File: src/rtl/dot_matrix_display_scheduler_pkg.sv
// Shared types and constants for the Pong dot-matrix display scheduler.
// Also holds the digit saturation helper.
package pong_display_pkg;

    typedef enum logic [1:0] {
        SHOW_A     = 2'd0,
        SHOW_B     = 2'd1,
        GOAL_FLASH = 2'd2,
        GAME_OVER  = 2'd3
    } disp_state_e;

    localparam logic [3:0] MAX_DIGIT = 4'd9;
    localparam logic       SIDE_A    = 1'b0;
    localparam logic       SIDE_B    = 1'b1;

    // Scores above 9 cannot be drawn as a single glyph, so they pin at 9.
    function automatic logic [3:0] sat_digit(input logic [3:0] x);
        return (x > MAX_DIGIT) ? MAX_DIGIT : x;
    endfunction

endpackage

File: src/rtl/dot_matrix_display_scheduler_if.sv
// Bundle between the game-logic/score block (master) and the display scheduler (slave).
// Carries score/event inputs and the digit/blank/scan outputs.
interface dot_matrix_display_scheduler_if;

    logic [3:0] score_a;
    logic [3:0] score_b;
    logic       goal_a;
    logic       goal_b;
    logic       game_over;
    logic       winner;
    logic [3:0] ascii_code;
    logic       blank;
    logic       side;
    logic       scan_en;
    logic       busy;

    modport master (
        output score_a, score_b, goal_a, goal_b, game_over, winner,
        input  ascii_code, blank, side, scan_en, busy
    );

    modport slave (
        input  score_a, score_b, goal_a, goal_b, game_over, winner,
        output ascii_code, blank, side, scan_en, busy
    );

endinterface

File: src/rtl/dot_matrix_display_scheduler_tick_gen.sv
// Modulo-DIV counter that emits a one-cycle pulse on the cycle it wraps.
// A synchronous clear restarts the count so the next pulse is a full DIV cycles away.
module display_tick_gen #(
    parameter int unsigned DIV = 2
) (
    input  logic clk,
    input  logic rst,
    input  logic clr,
    output logic pulse
);

    localparam int unsigned CW = (DIV > 1) ? $clog2(DIV) : 1;
    localparam logic [CW-1:0] LAST = CW'(DIV - 1);

    logic [CW-1:0] cnt_q;
    logic [CW-1:0] cnt_d;

    always_comb begin
        cnt_d = cnt_q + CW'(1);
        if (clr || (cnt_q == LAST)) begin
            cnt_d = '0;
        end
    end

    always_ff @(posedge clk) begin
        if (rst) begin
            cnt_q <= '0;
        end else begin
            cnt_q <= cnt_d;
        end
    end

    assign pulse = (cnt_q == LAST);

endmodule

File: src/rtl/dot_matrix_display_scheduler.sv
// Time-shares the 8x8 dot-matrix between score A, score B, goal flash and game-over banner.
// All outputs are registered from the current state, so they trail a state change by one clk.
module dot_matrix_display_scheduler
    import pong_display_pkg::*;
#(
    parameter int unsigned TICK_DIV    = 50000,
    parameter int unsigned SCAN_DIV    = 5000,
    parameter int unsigned DWELL_TICKS = 1000,
    parameter int unsigned BLINK_TICKS = 250,
    parameter int unsigned BLINK_COUNT = 6
) (
    input  logic                          clk,
    input  logic                          rst,
    dot_matrix_display_scheduler_if.slave bus
);

    localparam int unsigned DWELL_W = (DWELL_TICKS > 1) ? $clog2(DWELL_TICKS) : 1;
    localparam int unsigned BTICK_W = (BLINK_TICKS > 1) ? $clog2(BLINK_TICKS) : 1;
    localparam int unsigned BHALF_W = (BLINK_COUNT > 1) ? $clog2(BLINK_COUNT) : 1;
    localparam logic [DWELL_W-1:0] DWELL_LAST = DWELL_W'(DWELL_TICKS - 1);
    localparam logic [BTICK_W-1:0] BTICK_LAST = BTICK_W'(BLINK_TICKS - 1);
    localparam logic [BHALF_W-1:0] BHALF_LAST = BHALF_W'(BLINK_COUNT - 1);

    logic tick;
    logic scan_pulse;
    logic tick_clr;
    logic enter;
    logic goal_any;
    logic goal_side;

    disp_state_e        state_q,  state_d;
    logic [DWELL_W-1:0] dwell_q,  dwell_d;
    logic [BTICK_W-1:0] btick_q,  btick_d;
    logic [BHALF_W-1:0] bhalf_q,  bhalf_d;
    logic               scorer_q, scorer_d;
    logic [3:0]         ascii_code_q, ascii_code_d;
    logic               blank_q,   blank_d;
    logic               side_q,    side_d;
    logic               scan_en_q, scan_en_d;
    logic               busy_q,    busy_d;

    // The base tick restarts on every goal so each flash half-period is exactly BLINK_TICKS ticks.
    display_tick_gen #(.DIV(TICK_DIV)) u_base_tick (
        .clk   (clk),
        .rst   (rst),
        .clr   (tick_clr),
        .pulse (tick)
    );

    display_tick_gen #(.DIV(SCAN_DIV)) u_scan_tick (
        .clk   (clk),
        .rst   (rst),
        .clr   (1'b0),
        .pulse (scan_pulse)
    );

    assign goal_any  = bus.goal_a | bus.goal_b;
    assign goal_side = bus.goal_a ? SIDE_A : SIDE_B;

    always_comb begin
        state_d  = state_q;
        dwell_d  = dwell_q;
        btick_d  = btick_q;
        bhalf_d  = bhalf_q;
        scorer_d = scorer_q;
        tick_clr = 1'b0;
        enter    = 1'b0;

        if (bus.game_over) begin
            if (state_q != GAME_OVER) begin
                state_d = GAME_OVER;
                enter   = 1'b1;
            end
        end else if (state_q == GAME_OVER) begin
            state_d = SHOW_A;
            enter   = 1'b1;
        end else if (goal_any) begin
            // Also covers a goal during GOAL_FLASH: the flash restarts for the new scorer.
            state_d  = GOAL_FLASH;
            scorer_d = goal_side;
            tick_clr = 1'b1;
            enter    = 1'b1;
        end else begin
            case (state_q)
                SHOW_A, SHOW_B: begin
                    if (tick) begin
                        if (dwell_q == DWELL_LAST) begin
                            state_d = (state_q == SHOW_A) ? SHOW_B : SHOW_A;
                            enter   = 1'b1;
                        end else begin
                            dwell_d = dwell_q + DWELL_W'(1);
                        end
                    end
                end
                GOAL_FLASH: begin
                    if (tick) begin
                        if (btick_q == BTICK_LAST) begin
                            btick_d = '0;
                            if (bhalf_q == BHALF_LAST) begin
                                state_d = (scorer_q == SIDE_A) ? SHOW_B : SHOW_A;
                                enter   = 1'b1;
                            end else begin
                                bhalf_d = bhalf_q + BHALF_W'(1);
                            end
                        end else begin
                            btick_d = btick_q + BTICK_W'(1);
                        end
                    end
                end
                default: ;
            endcase
        end

        if (enter) begin
            dwell_d = '0;
            btick_d = '0;
            bhalf_d = '0;
        end
    end

    always_comb begin
        ascii_code_d = sat_digit(bus.score_a);
        side_d       = SIDE_A;
        blank_d      = 1'b0;
        busy_d       = 1'b0;
        scan_en_d    = scan_pulse;
        case (state_q)
            SHOW_B: begin
                side_d       = SIDE_B;
                ascii_code_d = sat_digit(bus.score_b);
            end
            GOAL_FLASH: begin
                side_d       = scorer_q;
                ascii_code_d = sat_digit((scorer_q == SIDE_B) ? bus.score_b : bus.score_a);
                blank_d      = bhalf_q[0];
                busy_d       = 1'b1;
            end
            GAME_OVER: begin
                side_d       = bus.winner;
                ascii_code_d = sat_digit((bus.winner == SIDE_B) ? bus.score_b : bus.score_a);
            end
            default: ;
        endcase
    end

    always_ff @(posedge clk) begin
        if (rst) begin
            state_q      <= SHOW_A;
            dwell_q      <= '0;
            btick_q      <= '0;
            bhalf_q      <= '0;
            scorer_q     <= SIDE_A;
            ascii_code_q <= '0;
            blank_q      <= 1'b1;
            side_q       <= SIDE_A;
            scan_en_q    <= 1'b0;
            busy_q       <= 1'b0;
        end else begin
            state_q      <= state_d;
            dwell_q      <= dwell_d;
            btick_q      <= btick_d;
            bhalf_q      <= bhalf_d;
            scorer_q     <= scorer_d;
            ascii_code_q <= ascii_code_d;
            blank_q      <= blank_d;
            side_q       <= side_d;
            scan_en_q    <= scan_en_d;
            busy_q       <= busy_d;
        end
    end

    assign bus.ascii_code = ascii_code_q;
    assign bus.blank      = blank_q;
    assign bus.side       = side_q;
    assign bus.scan_en    = scan_en_q;
    assign bus.busy       = busy_q;

endmodule

File: src/flat_wrapper.sv
// flat-port wrapper written by rule: the top's interface ports become plain ports
module dot_matrix_display_scheduler_flat import pong_display_pkg::*;
#(
    parameter int unsigned TICK_DIV    = 50000,
    parameter int unsigned SCAN_DIV    = 5000,
    parameter int unsigned DWELL_TICKS = 1000,
    parameter int unsigned BLINK_TICKS = 250,
    parameter int unsigned BLINK_COUNT = 6
)
  (clk, rst, bus_score_a, bus_score_b, bus_goal_a, bus_goal_b, bus_game_over, bus_winner, bus_ascii_code, bus_blank, bus_side, bus_scan_en, bus_busy);
  dot_matrix_display_scheduler_if bus_i ();
  input  logic clk;
  input  logic rst;
  input wire logic [$bits(bus_i.score_a)-1:0] bus_score_a;
  input wire logic [$bits(bus_i.score_b)-1:0] bus_score_b;
  input wire logic [$bits(bus_i.goal_a)-1:0] bus_goal_a;
  input wire logic [$bits(bus_i.goal_b)-1:0] bus_goal_b;
  input wire logic [$bits(bus_i.game_over)-1:0] bus_game_over;
  input wire logic [$bits(bus_i.winner)-1:0] bus_winner;
  output wire logic [$bits(bus_i.ascii_code)-1:0] bus_ascii_code;
  output wire logic [$bits(bus_i.blank)-1:0] bus_blank;
  output wire logic [$bits(bus_i.side)-1:0] bus_side;
  output wire logic [$bits(bus_i.scan_en)-1:0] bus_scan_en;
  output wire logic [$bits(bus_i.busy)-1:0] bus_busy;
  assign bus_i.score_a = bus_score_a;
  assign bus_i.score_b = bus_score_b;
  assign bus_i.goal_a = bus_goal_a;
  assign bus_i.goal_b = bus_goal_b;
  assign bus_i.game_over = bus_game_over;
  assign bus_i.winner = bus_winner;
  assign bus_ascii_code = bus_i.ascii_code;
  assign bus_blank = bus_i.blank;
  assign bus_side = bus_i.side;
  assign bus_scan_en = bus_i.scan_en;
  assign bus_busy = bus_i.busy;
  dot_matrix_display_scheduler #(.TICK_DIV(TICK_DIV), .SCAN_DIV(SCAN_DIV), .DWELL_TICKS(DWELL_TICKS), .BLINK_TICKS(BLINK_TICKS), .BLINK_COUNT(BLINK_COUNT)) u_core (.clk(clk), .rst(rst), .bus(bus_i));
endmodule
File: config.mk
export PLATFORM = sky130hd
export DESIGN_NAME = dot_matrix_display_scheduler_flat
export DESIGN_NICKNAME = d
export VERILOG_FILES = /design/src/rtl/dot_matrix_display_scheduler_pkg.sv /design/src/rtl/dot_matrix_display_scheduler_if.sv /design/src/rtl/dot_matrix_display_scheduler_tick_gen.sv /design/src/rtl/dot_matrix_display_scheduler.sv /design/src/flat_wrapper.sv
export SDC_FILE = /design/constraint.sdc
export NUM_CORES = 1
export LEC_CHECK = 0
export ABC_AREA = 0
export CAP_MARGIN = 25
export CORE_UTILIZATION = 65
export CTS_BUF_LIST = sky130_fd_sc_hd__clkbuf_2
export CTS_CLUSTER_SIZE = 30
export DETAILED_ROUTE_END_ITERATION = 8
export DONT_BUFFER_PORTS = 1
export PLACE_DENSITY_LB_ADDON = 0.12
export SLEW_MARGIN = 10
export SYNTH_ARGS = -nofsm -noshare
export SYNTH_HDL_FRONTEND = slang
export SYNTH_SLANG_ARGS = --single-unit
File: constraint.sdc
create_clock -name clk -period 2.25 [get_ports clk]
set_input_delay 0.225 -clock clk [delete_from_list [all_inputs] [get_ports clk]]
set_output_delay 0.225 -clock clk [all_outputs]
set_load 0.01 [all_outputs]
==> parameters.txt <==
Parameter                              Value

Synth
  Warnings, synthesis    0
  Cell Area, Synth    2964 sq um
  Synth Instances    348
  Most numerous cell in the Yosys netlist    dfxtp_1
  Syn_nets    369
  Fraction of synthesis flops using an asynchronous set or reset pin    0%
  Distinct cell type count after synthesis    46
  Mean instance size in the synthesized netlist    8.518 sq um
  Most common library cells after synthesis    dfxtp_1 (61), nor2_1 (57), nand3_1 (22)
  Primary flip-flop cell chosen by synthesis mapping    dfxtp_1
  Post-synth top area cell    dfxtp_1
  Number of flip-flops and latches in the synthesized netlist    61
  Largest cells by area after synthesis    dfxtp_1 (41%), nor2_1 (7.2%), xnor2_1 (6.2%), xor2_1 (3.8%), nand3_1 (3.7%)
  Number of synthesized flops with an enable pin    0
  Fraction of the yosys area taken by sequential cells    41.20%
  Area share of the largest cell type after synthesis    41.20%

Route
  Drt pass-1 iters    5
  Final wirelength    5887 um
  Post-detailed-route count of antenna-violating nets    0
  Drt initial violations    166
  Post-DR wirelength/cell    14.12 um
  Total vias in the final route    2470
  Total DRC errors in the routed layout    0
  Average via count per standard cell    5.923

Setup path
  Crit-path slowest cell    dfxtp_1
  R2R Setup Slk    290 ps
  Class of the most critical setup path    register to register
  Worst reg-to-reg path cell count    7
  Worst setup SP type    register
  CP cell instances    ha_1 > and3_1 > nand4_1 > nand2b_1 > o21ai_1 > buf_4 > a311oi_1
  Endpoint of the worst register-to-register path    u_core.btick_q[5]
  Worst setup endpoint    u_core.btick_q[5]
  Capturing element type of the critical path    register
  Worst Setup SP    u_core.u_base_tick.cnt_q[0]
  Start of the worst register-to-register path    u_core.u_base_tick.cnt_q[0]
  Worst Path Arrival    2320 ps
  Crit-path max cell delay    380 ps
  Data required, critical path    2610 ps
  Highest fanout seen on the critical path    21

CTS
  Count of clock tree sinks    61
  TritonCTS Buffers    9
  Clock tree root buffer cell    clkbuf_2
  TritonCTS clock tree    done
  Maximum clock insertion buffer count    2
  Worst-skew pair later-pin latency    480 ps
  Clock transition at path regs    160 ps
  CTS H-Tree Depth    3

GRT
  Total overflow reported by the global router    0
  Antenna violations before repair    0
  Maximum number of pins on one net before global-route repair    22
  Met3 Use GR    8.285%
  Overall routing resource usage    27.34%
  Busiest layer in global routing    met2
  Via count of the first global-routing pass    2377
  GR Layer Usage met2    40.88%
  First-pass GRT wire length    10630 um
  Routing usage on met1    37.19%

Power
  Clock network fraction of design power    29.9%
  Power density over the cells    558.6 nW/um^2
  Reported net switching power    0.4853 mW
  Net Sw Frac    27.29%
  Peak supply drop    0.0004103 V
  Sequential power share    63.4%
  Static Leakage    1.067 nW
  Combinational share of power    6.7%
  Design internal power    1.293 mW

STA
  Worst clock skew    10.62 ps
  Unrepaired setup endpoints after global routing    false
  Max-slew violations    0
  Hold Violations, Final    0
  Max Clock Freq    511.2 MHz
  Number of endpoints failing setup at the final stage    0
  Worst hold slack after final layout    37.33 ps
  Final worst path period need    1956 ps
  Worst-case setup margin in the final layout    293.9 ps
  Setup Total Neg Slack    0 ps
  Share of the clock period used by the worst path after layout    86.94%
  Measured slew at the worst slew-check pin    520.3 ps
  Remaining max-slew budget at the tightest pin    65.12%

Placed design
  PortBufs    0
  Total placed instance area    3018 sq um
  RePlAce Congestion    0.8632
  Post-Place Worst Slack    284.9 ps
  DP Wirelength    3885 um

Floorplanning
  Total Die Area    4834 sq um
  Area of the core    4354 sq um
  Initial core utilization    68.07%
  Vertical die dimension    69.53 um
  Standard-cell row count    24
  Die X    69.53 um
  I/O pin cnt    22

Min path
  Class of the worst hold path    input port to register

Final layout
  Number of antenna diodes    0
  Summed area of non-filler cells in the final layout    3183 sq um
  Area Overhead vs Synth    7.387%
  Nets@finish    381
  Share of final-layout standard cells stronger than drive strength 1    8.219%

Outcome
  Result of the run    finished, final reports clean

Job
  Max capacitance violation total    0
==> final cells by class <==
class / count / area [sq um]
Inverter: 7 / 26.28
Clock inverter: 6 / 30.03
Fill cell: 326 / 1171
Clock buffer: 10 / 50.05
Sequential cell: 61 / 1221
Multi-Input combinational cell: 268 / 1673
Tap cell: 52 / 65.06
Timing Repair Buffer: 13 / 117.6
==> placed cells by master, fill, tap and decap left out, types with 5 or more instances in the layout <==
cell / n
o21ai_0: 11
nand4_1: 6
ha_1: 7
nand3_1: 22
nor2_1: 57
xor2_1: 13
dfxtp_1: 61
nand2_1: 20
and3_1: 11
dlygate4sd3_1: 8
xnor2_1: 21
buf_4: 5
nor4_1: 6
nor3_1: 12
inv_1: 7
clkbuf_2: 10
nand2b_1: 5
nor2b_1: 8
a21oi_1: 12
==> per-layer routing <==
layer / wire [um] / share of wire [%]
met5: 0 / 0
met4: 87 / 1.5
met3: 342 / 5.8
met2: 2632 / 45
met1: 2824 / 48
==> through the flow <==
stage                     cells  util [%]  total power, mW
after floorplan             348         -            1.225
after global placement      393     69.31            1.245
after detailed placement    393     69.31            1.247
after CTS                   417     72.99            1.786
after global routing        417     73.10            1.848
final                       417     73.10            1.778
==> cells by family (layout without fill, tap and decap cells) <==
family,count (synthesis),after routing,share of synthesized area [%]
simple gates,170,170,30.22
fa+ha+maj,7,7,2.955
buf+inv,19,36,2.533
compound gates,51,51,10.93
flops,61,61,41.20
mux,6,6,2.111
xor+xnor,34,34,10.05
==> power groups by stage <==
stage	Sequential, mW	Combinational (mW)	Clock [mW]
floorplan	1.14	0.0863	0
global placement	1.15	0.0968	0
detailed placement	1.15	0.0989	0
CTS	1.13	0.117	0.543
global route	1.13	0.132	0.584
finish	1.13	0.119	0.532
==> flip-flops by register name (all words and copies together), names as in the netlist <==
name,flops
u_core.bus.side,1
u_core.bus.blank,1
u_core.bhalf_q,3
u_core.btick_q,8
u_core.dwell_q,10
u_core.bus.scan_en,1
u_core.bus.busy,1
u_core.scorer_q,1
u_core.bus.ascii_code,4
u_core.u_base_tick.cnt_q,16
u_core.u_scan_tick.cnt_q,13
u_core.state_q,2
==> critical path, delay by kind of cell, from the launching register on <==
| kind | cells | cell delay (ps) |
|---|---|---|
| AND/OR/NAND/NOR | 3 | 750 |
| AO/OA/AOI/OAI | 2 | 180 |
| adder cells (fa/ha/maj) | 1 | 260 |
| flip-flops | 1 | 380 |
| buffers and inverters | 1 | 260 |
==> repair_timing <==
item | CTS | global route
hold buffers | 8 | 0
setup endpoints to repair | 0 | 2
resized for setup | 0 | 1
endpoints found under the hold margin | 13 | 0
setup buffers | 0 | 0
==> how the worst min path moves through the flow <==
stage	start	endpoint	slack (ps)	cells after the start
floorplan	rst	u_core.bus.busy	310	1
global placement	rst	u_core.u_scan_tick.cnt_q[2]	300	1
detailed placement	rst	u_core.u_scan_tick.cnt_q[4]	300	1
CTS	bus_game_over	u_core.state_q[0]	0.8	2
global route	bus_score_a[3]	u_core.bus.ascii_code[3]	10	2
finish	bus_game_over	u_core.state_q[0]	40	2
Note: power is estimated with default switching activity, not from simulation.
